<file path="src/rtl/store_narrow_serializer.sv">
// Narrows a 32-bit store value to byte/half/word and writes it little-endian, one byte per beat.
// Optional build macro SATURATE_STORE_EN: on a lossy narrowing, write the saturated value instead of the truncated one.
module store_narrow_serializer #(
   parameter int AW = 32
) (
   input  logic          clk,
   input  logic          reset,
   input  logic          req_valid,
   output logic          req_ready,
   input  logic [AW-1:0] req_addr,
   input  logic [31:0]   req_data,
   input  logic [1:0]    req_size,
   output logic          mem_we,
   output logic [AW-1:0] mem_addr,
   output logic [7:0]    mem_wdata,
   input  logic          mem_ack,
   output logic          done,
   output logic          trunc_ovf,
   output logic          err,
   output logic [1:0]    dbg_state
);

   // Handshakes: a request moves on a rising edge where req_valid && req_ready;
   // a byte moves on a rising edge where mem_we && mem_ack. Outputs hold otherwise.

   typedef enum logic [1:0] {
      IDLE = 2'd0,
      SEND = 2'd1,
      DONE = 2'd2
   } state_t;

   state_t        state, state_nx;
   logic [AW-1:0] addr_q;
   logic [31:0]   wdata_q;
   logic [1:0]    k_q;
   logic [1:0]    last_q;
   logic          ovf_q;
   logic          err_q;

   logic          accept;
   logic          err_c;
   logic          ovf_c;
   logic [1:0]    last_c;
   logic [31:0]   narrow_c;

   assign accept = req_valid && (state == IDLE);

   // Classify the incoming request: alignment, size and lossiness.
   always_comb begin
      err_c    = 1'b0;
      ovf_c    = 1'b0;
      last_c   = 2'd0;
      narrow_c = req_data;
      case (req_size)
         2'b00: begin
            last_c = 2'd0;
            ovf_c  = !((&req_data[31:7]) || (~|req_data[31:7]));
         end
         2'b01: begin
            last_c = 2'd1;
            err_c  = req_addr[0];
            ovf_c  = !((&req_data[31:15]) || (~|req_data[31:15]));
         end
         2'b10: begin
            last_c = 2'd3;
            err_c  = |req_addr[1:0];
         end
         default: begin
            err_c = 1'b1;
         end
      endcase
`ifdef SATURATE_STORE_EN
      if (ovf_c) begin
         if (req_size == 2'b00)
            narrow_c = {24'd0, req_data[31] ? 8'h80 : 8'h7F};
         else
            narrow_c = {16'd0, req_data[31] ? 16'h8000 : 16'h7FFF};
      end
`else
      // Plain truncation: the low N bytes of req_data are what gets written.
      narrow_c = req_data;
`endif
   end

   always_ff @(posedge clk or posedge reset) begin
      if (reset)
         state <= IDLE;
      else
         state <= state_nx;
   end

   always_comb begin
      state_nx = state;
      case (state)
         IDLE: begin
            if (accept)
               state_nx = err_c ? DONE : SEND;
         end
         SEND: begin
            if (mem_ack && (k_q == last_q))
               state_nx = DONE;
         end
         DONE:    state_nx = IDLE;
         default: state_nx = IDLE;
      endcase
   end

   always_ff @(posedge clk or posedge reset) begin
      if (reset) begin
         addr_q  <= '0;
         wdata_q <= '0;
         k_q     <= 2'd0;
         last_q  <= 2'd0;
         ovf_q   <= 1'b0;
         err_q   <= 1'b0;
      end else if (accept) begin
         addr_q  <= req_addr;
         wdata_q <= narrow_c;
         k_q     <= 2'd0;
         last_q  <= last_c;
         ovf_q   <= ovf_c && !err_c;
         err_q   <= err_c;
      end else if ((state == SEND) && mem_ack) begin
         k_q <= k_q + 2'd1;
      end
   end

   // Outputs decode straight from state so a reset drops them immediately.
   always_comb begin
      req_ready = (state == IDLE);
      mem_we    = (state == SEND);
      mem_addr  = '0;
      mem_wdata = 8'h00;
      if (state == SEND) begin
         mem_addr  = addr_q + AW'(k_q);
         mem_wdata = wdata_q[8*k_q +: 8];
      end
      done      = (state == DONE);
      trunc_ovf = (state == DONE) && ovf_q;
      err       = (state == DONE) && err_q;
      dbg_state = state;
   end

endmodule

</file>
<file path="config.mk">
export PLATFORM = sky130hd
export DESIGN_NAME = store_narrow_serializer
export DESIGN_NICKNAME = d
export VERILOG_FILES = /design/src/rtl/store_narrow_serializer.sv
export SDC_FILE = /design/constraint.sdc
export NUM_CORES = 1
export LEC_CHECK = 0
export ABC_AREA = 1
export CORE_ASPECT_RATIO = 0.5
export CORE_MARGIN = 10
export CORE_UTILIZATION = 35
export CTS_BUF_LIST = sky130_fd_sc_hd__clkbuf_8
export CTS_CLUSTER_DIAMETER = 100
export DETAILED_ROUTE_END_ITERATION = 7
export DONT_BUFFER_PORTS = 1
export SYNTH_ARGS = -nofsm -noshare
export SYNTH_HDL_FRONTEND = slang
export SYNTH_SLANG_ARGS = --single-unit
export TNS_END_PERCENT = 50
</file>
<file path="constraint.sdc">
create_clock -name clk -period 4.35 [get_ports clk]
set_input_delay 0.6525 -clock clk [delete_from_list [all_inputs] [get_ports clk]]
set_output_delay 0.6525 -clock clk [all_outputs]
set_load 0.01 [all_outputs]
</file>
==> summary.md, run 1 <==
| Metric | Value |
|---|---|
| Number of remaining DRC errors | 0 |
| Area of the die | roughly 0.018 mm^2 |
| Worst Path Required | roughly 3.7 ns |
| Least-Margin Pin Slew | 1.11 ns |
| Final routed wirelength across all metal layers | between 10000 and 15000 um |
| Number of input and output port buffers inserted | 0 |
| Met1 demand-to-capacity share in global routing | 0.195 |
| Worst slew slack as a fraction of its limit | 0.261 |
| Library cells used by synthesis | 30 |
| Count of placed standard cells including taps | 801 |
| Min Tclk post-route | 3.27 ns |
| Die height | approximately 100 um |
| Cells on worst reg2reg path | 6 |
| Most common library cell in the layout ignoring fill and taps | sky130_fd_sc_hd__nand2_1 |
| Maximum vdd ir drop | 0.179 mV |
| Total standard cell area after synthesis | about 0.0044 mm^2 |
| Placed instance area | 0.00457 mm^2 |
| Number of maximum-capacitance constraint violations | 0 |
| Clock tree from TritonCTS | yes |
| Critical Setup Path Class | reg2out |
| Flops & latches, synth | between 70 and 80 |
| Post-route cell area | approximately 0.0048 mm^2 |
| First-pass detailed-route iteration total | 4 |
| P per Cell Area | about 650 mW/mm^2 |
| Number of antenna violations at the first check in global routing | 0 |
| I/O pin total | roughly 120 |
| Fraction of met3 tracks used by global routing | 0.0513 |
| Cell chosen for the clock root | sky130_fd_sc_hd__clkbuf_8 |
| Synth Net Count | 733 |
| Number of endpoints failing setup at the final stage | 0 |
| Via count of the first global-routing pass | between 3000 and 4000 |
| Commonest cells after routing, fill and taps aside | sky130_fd_sc_hd__nand2_1 (190), sky130_fd_sc_hd__nor2_1 (87), sky130_fd_sc_hd__o21ai_0 (85) |
| Post-DP HPWL | 10300 um |
| Number of nets at the end of the flow | slightly above 700 |
| CTS H-tree depth | 3 |
| F_max | about 300 MHz |
| P&R area growth vs syn | 7.66% |
| Final worst path period share | 0.751 |
| Met2 capacity usage during global routing | 0.230 |
| Hold slack final | ~0.37 ns |
| Class of the worst hold path | in2async |
| Aggregate global-route resource usage | 0.148 |
| Post-Synthesis Mean Instance Area | around 6.8 um^2 |
| Number of core rows | 28 |
| Number of buffers created by CTS | 9 |
| Die extent in x | about 180 um |
| Fraction of the yosys area taken by sequential cells | 0.406 |
| Cell taking the most area after synthesis | sky130_fd_sc_hd__dfrtp_1 |
| Antenna diodes | 0 |
| Switching portion of total power | 0.464 |
| Mapped Cells | roughly 660 |
| Max Buffers Root-to-Sink | 2 |
| First-pass GRT wire length | 21100 um |
| Critical path launch point type | flip-flop |
| Quantity of hold-fixing buffers added after cts | 0 |
| Static leakage | ~2.2 nW |
| Antenna Nets Post-Route | 0 |
| Fraction of final layout cells sized beyond drive strength 1 | 0.0798 |
| Cell Count, Final, Fillers Out | ~800 |
| Iteration-0 DRC count of the detailed router | 310 |
| CP max FO | 12 |
| Flop pwr share | 0.408 |
| Setup TNS | 0 ns |
| Share of the synthesized area in the top cell type | 0.406 |
| Clock latency on the worst-skew pair | 0.35 ns |
| Data arrival, critical path | approximately 2.6 ns |
| Number of pins with negative max-slew slack in the final report | 0 |
| Ranking of synthesized cells by area | sky130_fd_sc_hd__dfrtp_1 (41%), sky130_fd_sc_hd__nand2_1 (16%), sky130_fd_sc_hd__o21ai_0 (9.6%) |
| Register clock-pin slew on the reported worst setup and hold paths | about 0.080 ns |
| Setup repair after global routing missed its margin | false |
| GP Congestion | 0.839 |
| Part of the total power dissipated in combinational logic | 0.405 |
| Outcome | finished, final reports clean |
| Final hold violation count | 0 |
| Element type at the critical path end | output pin |
| GR peak layer | met2 |
| Vias per std cell | between 4 and 5 |
| Placeable Area | roughly 0.012 mm^2 |
| Total net switching power | 1.43 mW |
| Cell internal pwr | approximately 1.7 mW |
| Number of clock sinks seen by CTS | around 70 |
| Vias after detailed routing | 4010 |
| Post-CTS sizing | 0 |
| Avg WL per Cell | ~16 um |
| Pin count of the biggest net entering global routing | between 70 and 80 |
| Number of warnings issued by yosys | 0 |
| Part of the total power dissipated in the clock network | 0.187 |
| Initial cell density of the core | 0.366 |
| Total grt overflow | 0 |
| Setup bufs post-CTS | 0 |
| Number of inserted filler cells in the final layout | about 1300 |
| Worst Skew | between 0.01 and 0.015 ns |
final timing paths:
path,start,slack (ns),end
worst max-delay path,k_q[0]$_DFFE_PP0P_,1.08,mem_addr[16]
worst min register to register,wdata_q[8]$_DFFE_PP0P_,0.48,wdata_q[8]$_DFFE_PP0P_
worst max register to register,dbg_state[0]$_DFFE_PP0P_,1.86,addr_q[27]$_DFFE_PP0P_
min in group clk,req_addr[1],0.41,addr_q[1]$_DFFE_PP0P_
worst min-delay path,reset,0.37,addr_q[8]$_DFFE_PP0P_
max in group asynchronous,reset,3.02,addr_q[31]$_DFFE_PP0P_
critical path, cell delays in order, from the launching register on:
cell and delay [ns]:
sky130_fd_sc_hd__dfrtp_1 0.62, sky130_fd_sc_hd__ha_1 0.28, sky130_fd_sc_hd__fa_1 0.25, sky130_fd_sc_hd__nand2_2 0.11, sky130_fd_sc_hd__nor2_2 0.16, sky130_fd_sc_hd__nand2_2 0.12, sky130_fd_sc_hd__nor2_4 0.13, sky130_fd_sc_hd__a21oi_1 0.07
sky130_fd_sc_hd__nor3_1 0.51
area by class of cell:
cell class	instances	area, um^2	area share
clock inverter	4	51.3	0.0107
clock buffer	12	165	0.0345
sequential	72	1800	0.377
tap	165	206	0.0432
multi-input combinational	479	2230	0.466
timing repair buffer	3	22.5	0.00471
inverter	82	308	0.0644
per-layer routing:
| layer | vias to the layer above | routed length (um) |
|---|---|---|
| li1 | 2049 | - |
| met5 | - | 0 |
| met3 | 11 | 992 |
| met2 | 101 | 6120 |
| met4 | 0 | 133 |
| met1 | 1849 | 6100 |
state kept, by name (all words and copies together), names as in the netlist:
signal / cells
addr_q: 32
wdata_q: 32
dbg_state: 2
k_q: 2
last_q: 2
err_q: 1
ovf_q: 1
power by group through the flow:
| stage | Combinational [mW] | Clock, mW | Sequential, mW |
|---|---|---|---|
| finish | 1.25 | 0.577 | 1.26 |
| detailed placement | 1.27 | 0 | 1.27 |
| floorplan | 1.02 | 0 | 1.17 |
| global placement | 1.25 | 0 | 1.26 |
| global route | 1.45 | 0.622 | 1.30 |
| CTS | 1.27 | 0.587 | 1.26 |
stage by stage:
| step | setup WS (ns) | power (mW) | util |
|---|---|---|---|
| after global routing | 0.899 | 3.37 | 0.395 |
| after CTS | 1.13 | 3.12 | 0.395 |
| after floorplan | 1.87 | 2.19 | - |
| after detailed placement | 1.54 | 2.54 | 0.377 |
| after global placement | 1.59 | 2.51 | 0.377 |
| final | 1.08 | 3.09 | 0.395 |
cell families (layout without fill, tap and decap cells):
kind of cell,after synthesis,in the layout,synth area share
flip-flops,72,72,0.406
buffers and inverters,105,101,0.0930
XOR/XNOR,3,3,0.00592
AND/OR/NAND/NOR,342,342,0.329
adder cells (fa/ha/maj),7,7,0.0214
AO/OA/AOI/OAI,127,127,0.145
cells in the mapped netlist:
| master | number |
|---|---|
| sky130_fd_sc_hd__inv_2 | 7 |
| sky130_fd_sc_hd__a31oi_1 | 2 |
| sky130_fd_sc_hd__o21ai_0 | 85 |
| sky130_fd_sc_hd__nand3b_1 | 1 |
| sky130_fd_sc_hd__a21oi_1 | 32 |
| sky130_fd_sc_hd__ha_1 | 6 |
| sky130_fd_sc_hd__nand3_1 | 18 |
| sky130_fd_sc_hd__nand4_1 | 3 |
| sky130_fd_sc_hd__and3_1 | 1 |
| sky130_fd_sc_hd__nand2_2 | 6 |
| sky130_fd_sc_hd__clkbuf_1 | 14 |
| sky130_fd_sc_hd__buf_4 | 3 |
| sky130_fd_sc_hd__inv_1 | 75 |
| sky130_fd_sc_hd__nor3_2 | 4 |
| sky130_fd_sc_hd__o22ai_1 | 1 |
| sky130_fd_sc_hd__nor2_2 | 6 |
| sky130_fd_sc_hd__dfrtp_1 | 72 |
| sky130_fd_sc_hd__nand2_4 | 1 |
| sky130_fd_sc_hd__xor2_1 | 3 |
| sky130_fd_sc_hd__nor3b_1 | 1 |
| sky130_fd_sc_hd__a21oi_2 | 1 |
| sky130_fd_sc_hd__nor3_4 | 1 |
| sky130_fd_sc_hd__fa_1 | 1 |
| sky130_fd_sc_hd__nor3_1 | 17 |
| sky130_fd_sc_hd__nand3_2 | 2 |
| sky130_fd_sc_hd__buf_2 | 6 |
| sky130_fd_sc_hd__o21ai_1 | 6 |
| sky130_fd_sc_hd__nor2_1 | 87 |
| sky130_fd_sc_hd__nor2_4 | 4 |
| sky130_fd_sc_hd__nand2_1 | 190 |
No activity file was read; power rests on OpenSTA's default activity.
==> inputs of run 2 (changes only) <==
clock period = 2.7 ns   (was 4.35 ns; I/O delays follow)
==> summary.md, run 2 (same netlist as run 1, synthesis figures left out) <==
| Metric | Value |
|---|---|
| Outcome | finished, final reports clean (unchanged) |
| Number of endpoints failing setup at the final stage | 0 (unchanged) |
| Endpoint of the worst register-to-register path | wdata_q[6]$_DFFE_PP0P_ (was addr_q[27]$_DFFE_PP0P_) |
| Maximum single-stage delay on the critical path | 0.39 ns (was 0.62 ns) |
| First-pass GRT wire length | 21900 um (was 21100 um) |
| Via count of the first global-routing pass | 4127 (was 3887) |
| Avg WL per Cell | 16.0 um (was 16.3 um) |
| Clock latency on the worst-skew pair | 0.37 ns (was 0.35 ns) |
| Number of pins with negative max-slew slack in the final report | 0 (unchanged) |
| GP Congestion | 0.897 (was 0.839) |
| Final hold violation count | 0 (unchanged) |
| Critical path launch point type | flip-flop (unchanged) |
| I/O pin total | 117 (unchanged) |
| Area used by multi-input combinational logic | 0.00227 mm^2 (was 0.00223 mm^2) |
| Min Tclk post-route | 2.58 ns |
| Total grt overflow | 0 (unchanged) |
| Data arrival, critical path | 2.18 ns (was 2.61 ns) |
| Hold slack final | 0.0374 ns (was 0.371 ns) |
| CP max FO | 4 (was 12) |
| Number of core rows | 28 (unchanged) |
| Most common library cell in the layout ignoring fill and taps | sky130_fd_sc_hd__nand2_1 (unchanged) |
| Worst slew slack as a fraction of its limit | 0.516 (was 0.261) |
| Number of buffers created by CTS | 9 (unchanged) |
| Critical-path cell list | ha_1 > fa_2 > nand2_2 > nor2_2 > inv_2 > nor2_4 > inv_2 > nor2_2 > xor2_1 > nor2_1 (was ha_1 > fa_1 > nand2_2 > nor2_2 > nand2_2 > nor2_4 > a21oi_1 > nor3_1) |
| Largest registers ranked by flip-flop count | addr_q (32), wdata_q (32) (unchanged) |
| Number of clock sinks seen by CTS | 72 (unchanged) |
| Die extent in x | 179 um (unchanged) |
| Maximum vdd ir drop | 0.316 mV (was 0.179 mV) |
| Max Buffers Root-to-Sink | 2 (unchanged) |
| F_max | just under 400 MHz |
| Cells on worst reg2reg path | 6 (unchanged) |
| Placeable Area | 0.0121 mm^2 (unchanged) |
| Quantity of hold-fixing buffers added after cts | 0 (unchanged) |
| Number of nets at the end of the flow | 752 (was 724) |
| Worst Path Required | 2.30 ns (was 3.70 ns) |
| First-pass detailed-route iteration total | 5 (was 4) |
| Worst Skew | 0.00586 ns (was 0.0126 ns) |
| P&R area growth vs syn | 13.5% (was 7.66%) |
| Clock tree from TritonCTS | yes (unchanged) |
| Worst R2R Setup Slack | 0.92 ns (was 1.86 ns) |
| Class of the worst hold path | in2async (unchanged) |
| Vias per std cell | 4.91 (about the same) |
| Static leakage | 2.29 nW (was 2.15 nW) |
| Post-DP HPWL | 10400 um (was 10300 um) |
| Setup repair after global routing missed its margin | true (was false) |
| Pin count of the biggest net entering global routing | 62 (was 77) |
| Number of input and output port buffers inserted | 0 (unchanged) |
| Area of the die | 0.0179 mm^2 (unchanged) |
| Initial cell density of the core | 0.366 (unchanged) |
| Slowest stage cell on the critical path | sky130_fd_sc_hd__dfrtp_1 (unchanged) |
| Number of maximum-capacitance constraint violations | 0 (unchanged) |
| CTS H-tree depth | 3 (unchanged) |
| Register clock-pin slew on the reported worst setup and hold paths | 0.08 ns (about the same) |
| Element type at the critical path end | output pin (unchanged) |
| Final routed wirelength across all metal layers | 13500 um (was 13300 um) |
| Final worst path period share | 0.956 |
| Top Family by Delay on Critical Path | adder cells (was simple AND/OR/NAND/NOR gates) |
| Timing startpoint of the critical path | addr_q[0]$_DFFE_PP0P_ (was k_q[0]$_DFFE_PP0P_) |
| Number of inserted filler cells in the final layout | 1314 (was 1328) |
| Antenna Nets Post-Route | 0 (unchanged) |
| Iteration-0 DRC count of the detailed router | 360 (was 310) |
| Commonest cells after routing, fill and taps aside | sky130_fd_sc_hd__nand2_1 (188), sky130_fd_sc_hd__o21ai_0 (85), sky130_fd_sc_hd__nor2_1 (83) (was sky130_fd_sc_hd__nand2_1 (190), sky130_fd_sc_hd__nor2_1 (87), sky130_fd_sc_hd__o21ai_0 (85)) |
| Critical Setup Path Class | reg2out (unchanged) |
| Buffers plus inverters on the worst setup path | 2 (was 0) |
| Number of antenna violations at the first check in global routing | 0 (unchanged) |
| Aggregate global-route resource usage | 0.153 (was 0.148) |
| Least-Margin Pin Slew | 0.725 ns (was 1.11 ns) |
| Power after layout | 5.20 mW (was 3.09 mW) |
| Antenna diodes | 0 (unchanged) |
| Cell chosen for the clock root | sky130_fd_sc_hd__clkbuf_8 (unchanged) |
| Fraction of final layout cells sized beyond drive strength 1 | 0.132 (was 0.0798) |
| Area used by sequential logic in the layout | 0.00180 mm^2 (about the same) |
| P per Cell Area | 1030 mW/mm^2 (was 646 mW/mm^2) |
| Die height | 99.7 um (unchanged) |
| Vias after detailed routing | 4145 (was 4010) |
| Crit Reg-Reg Startpoint | dbg_state[0]$_DFFE_PP0P_ (unchanged) |
| Number of remaining DRC errors | 0 (unchanged) |
## run 2: metrics by stage
| stage | TNS (ns) | util | instances | area (um^2) | setup WS (ns) |
|---|---|---|---|---|---|
| 6_report | 0 | 0.416 | 845 | 5040 | 0.120 |
| 4_1_cts | 0 | 0.411 | 842 | 4980 | 0.0123 |
| 3_5_place_dp | 0 | 0.394 | 826 | 4780 | 0.398 |
| 3_3_place_gp | 0 | 0.394 | 826 | 4780 | 0.427 |
| 2_1_floorplan | 0 | - | 656 | 4440 | 0.470 |
| 5_1_grt | -0.00818 | 0.416 | 845 | 5040 | -0.00818 |
## run 2: per-layer routing
layer | vias to the layer above | wire length [um] | part of all wire | global-route usage
met5 | - | 0 | 0 | 0
met4 | 0 | 164 | 0.012 | 0.0395
met3 | 13 | 1100 | 0.081 | 0.0494
met2 | 114 | 6270 | 0.46 | 0.251
met1 | 1912 | 6000 | 0.44 | 0.189
li1 | 2106 | - | - | -
## run 2: worst max path at each step
stage | end | slack, ns | depth (start not counted)
2_1_floorplan | addr_q[0]$_DFFE_PP0P_ | 0.47 | 1
3_3_place_gp | mem_addr[25] | 0.43 | 8
3_5_place_dp | mem_addr[25] | 0.40 | 8
4_1_cts | mem_addr[29] | 0.01 | 9
5_1_grt | mem_addr[19] | -0.008 | 10
6_report | mem_addr[14] | 0.12 | 10
## run 2: final cells by class
| class | instances | area share |
|---|---|---|
| multi-input combinational | 479 | 0.449 |
| clock inverter | 7 | 0.0156 |
| tap | 165 | 0.0409 |
| sequential | 72 | 0.357 |
| inverter | 82 | 0.0610 |
| timing repair buffer | 31 | 0.0511 |
| clock buffer | 9 | 0.0246 |
## run 2: power by group
| part | internal [mW] | switching (mW) | leakage (nW) | total [mW] |
|---|---|---|---|---|
| Sequential | 1.59 | 0.389 | 0.890 | 1.98 |
| Clock | 0.434 | 0.464 | 0.0925 | 0.898 |
| Combinational | 0.757 | 1.57 | 1.31 | 2.32 |
| Total | 2.79 | 2.42 | 2.29 | 5.20 |
## run 2: worst reg2reg max path, stage by stage (launching register included)
cell	delay, ns
sky130_fd_sc_hd__dfrtp_1	0.47
sky130_fd_sc_hd__nor2_2	0.26
sky130_fd_sc_hd__nand2_4	0.07
sky130_fd_sc_hd__inv_2	0.44
sky130_fd_sc_hd__buf_4	0.31
sky130_fd_sc_hd__nand2_1	0.06
sky130_fd_sc_hd__o21ai_0	0.08
## run 2: timing repair
| action | 4_1_cts | 5_1_grt |
|---|---|---|
| pin swaps | 1 | 5 |
| buffers inserted | 0 | 3 |
| gates resized for setup | 1 | 11 |
| endpoints found under the setup margin | 2 | 20 |
==> inputs of run 3 (changes only) <==
ABC_AREA = 0   (was 1)
==> summary.md, run 3 <==
| Metric | Value |
|---|---|
| Final hold violation count | 0 (unchanged) |
| Antenna Nets Post-Route | 0 (unchanged) |
| Outcome | finished, final reports clean (unchanged) |
| Worst Skew | 0.00856 ns (was 0.00586 ns) |
| Synth Net Count | 564 (was 733) |
| Cell chosen for the clock root | sky130_fd_sc_hd__clkbuf_8 (unchanged) |
| Pin count of the biggest net entering global routing | 60 (was 62) |
| Number of core rows | 27 (was 28) |
| Total grt overflow | 0 (unchanged) |
| Library cells used by synthesis | 38 (was 30) |
| F_max | 379 MHz (was 388 MHz) |
| Async set or reset register ratio after synthesis | 1.00 (unchanged) |
| Class of the worst hold path | in2async (unchanged) |
| Iteration-0 DRC count of the detailed router | 172 (was 360) |
| Number of remaining DRC errors | 0 (unchanged) |
| Final worst path period share | 0.978 (was 0.956) |
| Vias after detailed routing | 3223 (was 4145) |
| Maximum vdd ir drop | 0.275 mV (was 0.316 mV) |
| Min Tclk post-route | 2.64 ns (was 2.58 ns) |
| Post-Synthesis Mean Instance Area | 8.38 um^2 (was 6.77 um^2) |
| Post-DP HPWL | 8370 um (was 10400 um) |
| Fraction of final layout cells sized beyond drive strength 1 | 0.147 (was 0.132) |
| First-pass detailed-route iteration total | 6 (was 5) |
| Power after layout | 4.81 mW (was 5.20 mW) |
| Via count of the first global-routing pass | 3249 (was 4127) |
| P per Cell Area | 1040 mW/mm^2 (was 1030 mW/mm^2) |
| Part of the total power dissipated in combinational logic | 0.406 (was 0.446) |
| Register clock-pin slew on the reported worst setup and hold paths | 0.08 ns (about the same) |
| Most common cell in the synthesized netlist | sky130_fd_sc_hd__nand2_1 (unchanged) |
| Die height | 96.3 um (was 99.7 um) |
| Clock tree from TritonCTS | yes (unchanged) |
| Number of endpoints failing setup at the final stage | 0 (unchanged) |
| Dominant register cell in the synthesized netlist | sky130_fd_sc_hd__dfrtp_1 (unchanged) |
| Total standard cell area after synthesis | 0.00408 mm^2 (was 0.00444 mm^2) |
| Final routed wirelength across all metal layers | 11200 um (was 13500 um) |
| Flop pwr share | 0.432 (was 0.381) |
| Most common library cell in the layout ignoring fill and taps | sky130_fd_sc_hd__nand2_1 (unchanged) |
| Total net switching power | 2.08 mW (was 2.42 mW) |
| I/O pin total | 117 (unchanged) |
| Static leakage | 2.14 nW (was 2.29 nW) |
| Antenna diodes | 0 (unchanged) |
| Post-route cell area | 0.00461 mm^2 (was 0.00504 mm^2) |
| Cell taking the most area after synthesis | sky130_fd_sc_hd__dfrtp_1 (unchanged) |
| Commonest cells after routing, fill and taps aside | sky130_fd_sc_hd__nand2_1 (206), sky130_fd_sc_hd__dfrtp_1 (70), sky130_fd_sc_hd__nor2_1 (33) (was sky130_fd_sc_hd__nand2_1 (188), sky130_fd_sc_hd__o21ai_0 (85), sky130_fd_sc_hd__nor2_1 (83)) |
| Setup slack after layout | 0.0583 ns (was 0.120 ns) |
| Number of nets at the end of the flow | 570 (was 752) |
| Critical path launch point type | flip-flop (unchanged) |
| Cells on worst reg2reg path | 5 (was 6) |
| Placed instance area | 0.00433 mm^2 (was 0.00478 mm^2) |
| Aggregate global-route resource usage | 0.134 (was 0.153) |
| Max Buffers Root-to-Sink | 2 (unchanged) |
| Number of input and output port buffers inserted | 0 (unchanged) |
| Top cells by count, synth | sky130_fd_sc_hd__nand2_1 (208), sky130_fd_sc_hd__dfrtp_1 (72), sky130_fd_sc_hd__nor2_1 (38) (was sky130_fd_sc_hd__nand2_1 (190), sky130_fd_sc_hd__nor2_1 (87), sky130_fd_sc_hd__o21ai_0 (85)) |
| Quantity of hold-fixing buffers added after cts | 0 (unchanged) |
| Initial cell density of the core | 0.365 (was 0.366) |
| Die extent in x | 173 um (was 179 um) |
| Post-Route Utilization | 0.413 (was 0.416) |
| Clock latency on the worst-skew pair | 0.35 ns (was 0.37 ns) |
| Least-Margin Pin Slew | 0.774 ns (was 0.725 ns) |
| Setup repair after global routing missed its margin | true (unchanged) |
| Share of the synthesized area in the top cell type | 0.442 (was 0.406) |
| GP Congestion | 0.793 (was 0.897) |
| Worst Path Required | 2.30 ns (about the same) |
| Number of warnings issued by yosys | 0 (unchanged) |
| Number of maximum-capacitance constraint violations | 0 (unchanged) |
| Largest registers ranked by flip-flop count | addr_q (32), wdata_q (32) (unchanged) |
| First-pass GRT wire length | 17800 um (was 21900 um) |
| Number of clock sinks seen by CTS | 72 (unchanged) |
| Element type at the critical path end | output pin (unchanged) |
| Worst slew slack as a fraction of its limit | 0.484 (was 0.516) |
| Crit Reg-Reg Startpoint | dbg_state[0]$_DFFE_PP0P_ (unchanged) |
| Number of antenna violations at the first check in global routing | 0 (unchanged) |
| Flops & latches, synth | 72 (unchanged) |
| Ranking of synthesized cells by area | sky130_fd_sc_hd__dfrtp_1 (44%), sky130_fd_sc_hd__nand2_1 (19%), sky130_fd_sc_hd__mux4_2 (4.4%) (was sky130_fd_sc_hd__dfrtp_1 (41%), sky130_fd_sc_hd__nand2_1 (16%), sky130_fd_sc_hd__o21ai_0 (9.6%)) |
| Fraction of the yosys area taken by sequential cells | 0.442 (was 0.406) |
| Mapped Cells | 487 (was 656) |
| Post-Place Worst Slack | 0.234 ns (was 0.398 ns) |
| CP max FO | 5 (was 4) |
| Switching portion of total power | 0.431 (was 0.465) |
| Part of the total power dissipated in the clock network | 0.162 (was 0.173) |
| P&R area growth vs syn | 13.1% (was 13.5%) |
| Critical Setup Path Class | reg2out (unchanged) |
| Cell Count, Final, Fillers Out | 657 (was 845) |
| CTS H-tree depth | 3 (unchanged) |
| Endpoint of the worst register-to-register path | wdata_q[24]$_DFFE_PP0P_ (was wdata_q[6]$_DFFE_PP0P_) |
| Data arrival, critical path | 2.24 ns (was 2.18 ns) |
| Count of placed standard cells including taps | 638 (was 826) |
| Vias per std cell | 4.91 (about the same) |
| Cell internal pwr | 2.74 mW (was 2.79 mW) |
| Number of buffers created by CTS | 9 (unchanged) |
| Area of the die | 0.0166 mm^2 (was 0.0179 mm^2) |
| Worst R2R Setup Slack | 0.87 ns (was 0.92 ns) |
| Post-synth EDFFs | 0 (unchanged) |
| Number of pins with negative max-slew slack in the final report | 0 (unchanged) |
| Avg WL per Cell | 17.0 um (was 16.0 um) |
| Placeable Area | 0.0112 mm^2 (was 0.0121 mm^2) |
==> run 3: layer usage <==
metal  wire, um  GRT usage  up-vias  share of wire
li1           -          -     1598              -
met3        770     0.0438       11          0.069
met2       5250      0.224       88           0.47
met4        144     0.0485        0          0.013
met5          0          0        -              0
met1       5000      0.163     1526           0.45
==> run 3: critical path, cell delays in order (launching register included) <==
cell                      delay (ns)
sky130_fd_sc_hd__dfrtp_1        0.36
sky130_fd_sc_hd__ha_2           0.21
sky130_fd_sc_hd__fa_2           0.22
sky130_fd_sc_hd__nand2_2        0.05
sky130_fd_sc_hd__or3_4          0.44
sky130_fd_sc_hd__nor4b_4        0.29
sky130_fd_sc_hd__xnor2_1        0.12
sky130_fd_sc_hd__nor2_2         0.19
==> run 3: power by group through the flow <==
stage | Combinational [mW] | Sequential, mW | Clock, mW
final | 1.95 | 2.08 | 0.780
after detailed placement | 1.91 | 2.09 | 0
after CTS | 1.97 | 2.07 | 0.818
after global placement | 1.89 | 2.08 | 0
after global routing | 2.22 | 2.16 | 0.858
after floorplan | 1.51 | 1.95 | 0
==> run 3: what timing repair did <==
action,4_1_cts,5_1_grt
pin swaps,3,10
endpoints found under the setup margin,10,12
hold endpoints to repair,0,0
gates cloned,0,0
resized for setup,8,10
buffers inserted,2,1
==> run 3: through the flow <==
stage               hold slack (ns)  TNS, ns
floorplan                     0.440        0
CTS                          0.0776  -0.0743
finish                       0.0649        0
global placement              0.455        0
global route                  0.100   -0.131
detailed placement            0.462        0
==> run 3: how the worst max path moves through the flow <==
stage,cells after the start,to,start
3_5_place_dp,7,mem_addr[28],addr_q[0]$_DFFE_PP0P_
2_1_floorplan,6,mem_addr[31],addr_q[1]$_DFFE_PP0P_
3_3_place_gp,7,mem_addr[30],addr_q[0]$_DFFE_PP0P_
4_1_cts,7,mem_addr[28],k_q[0]$_DFFE_PP0P_
6_report,7,mem_addr[30],k_q[0]$_DFFE_PP0P_
5_1_grt,7,mem_addr[30],addr_q[0]$_DFFE_PP0P_
==> run 3: logic make-up (layout without fill, tap and decap cells) <==
logic type | Yosys count | count (layout) | share of synthesized area
multiplexers | 8 | 8 | 0.0442
flip-flops | 72 | 72 | 0.442
buffers and inverters | 30 | 41 | 0.0279
AND/OR/NAND/NOR | 325 | 325 | 0.375
XOR/XNOR | 32 | 32 | 0.0687
AO/OA/AOI/OAI | 13 | 13 | 0.0190
adder cells (fa/ha/maj) | 7 | 7 | 0.0233
==> run 3: area by class of cell <==
type | instances | area, um^2
Clock buffer | 10 | 138
Clock inverter | 6 | 45.0
Fill cell | 1136 | 6570
Inverter | 7 | 26.3
Multi-Input combinational cell | 385 | 2240
Sequential cell | 72 | 1800
Tap cell | 159 | 199
Timing Repair Buffer | 18 | 160
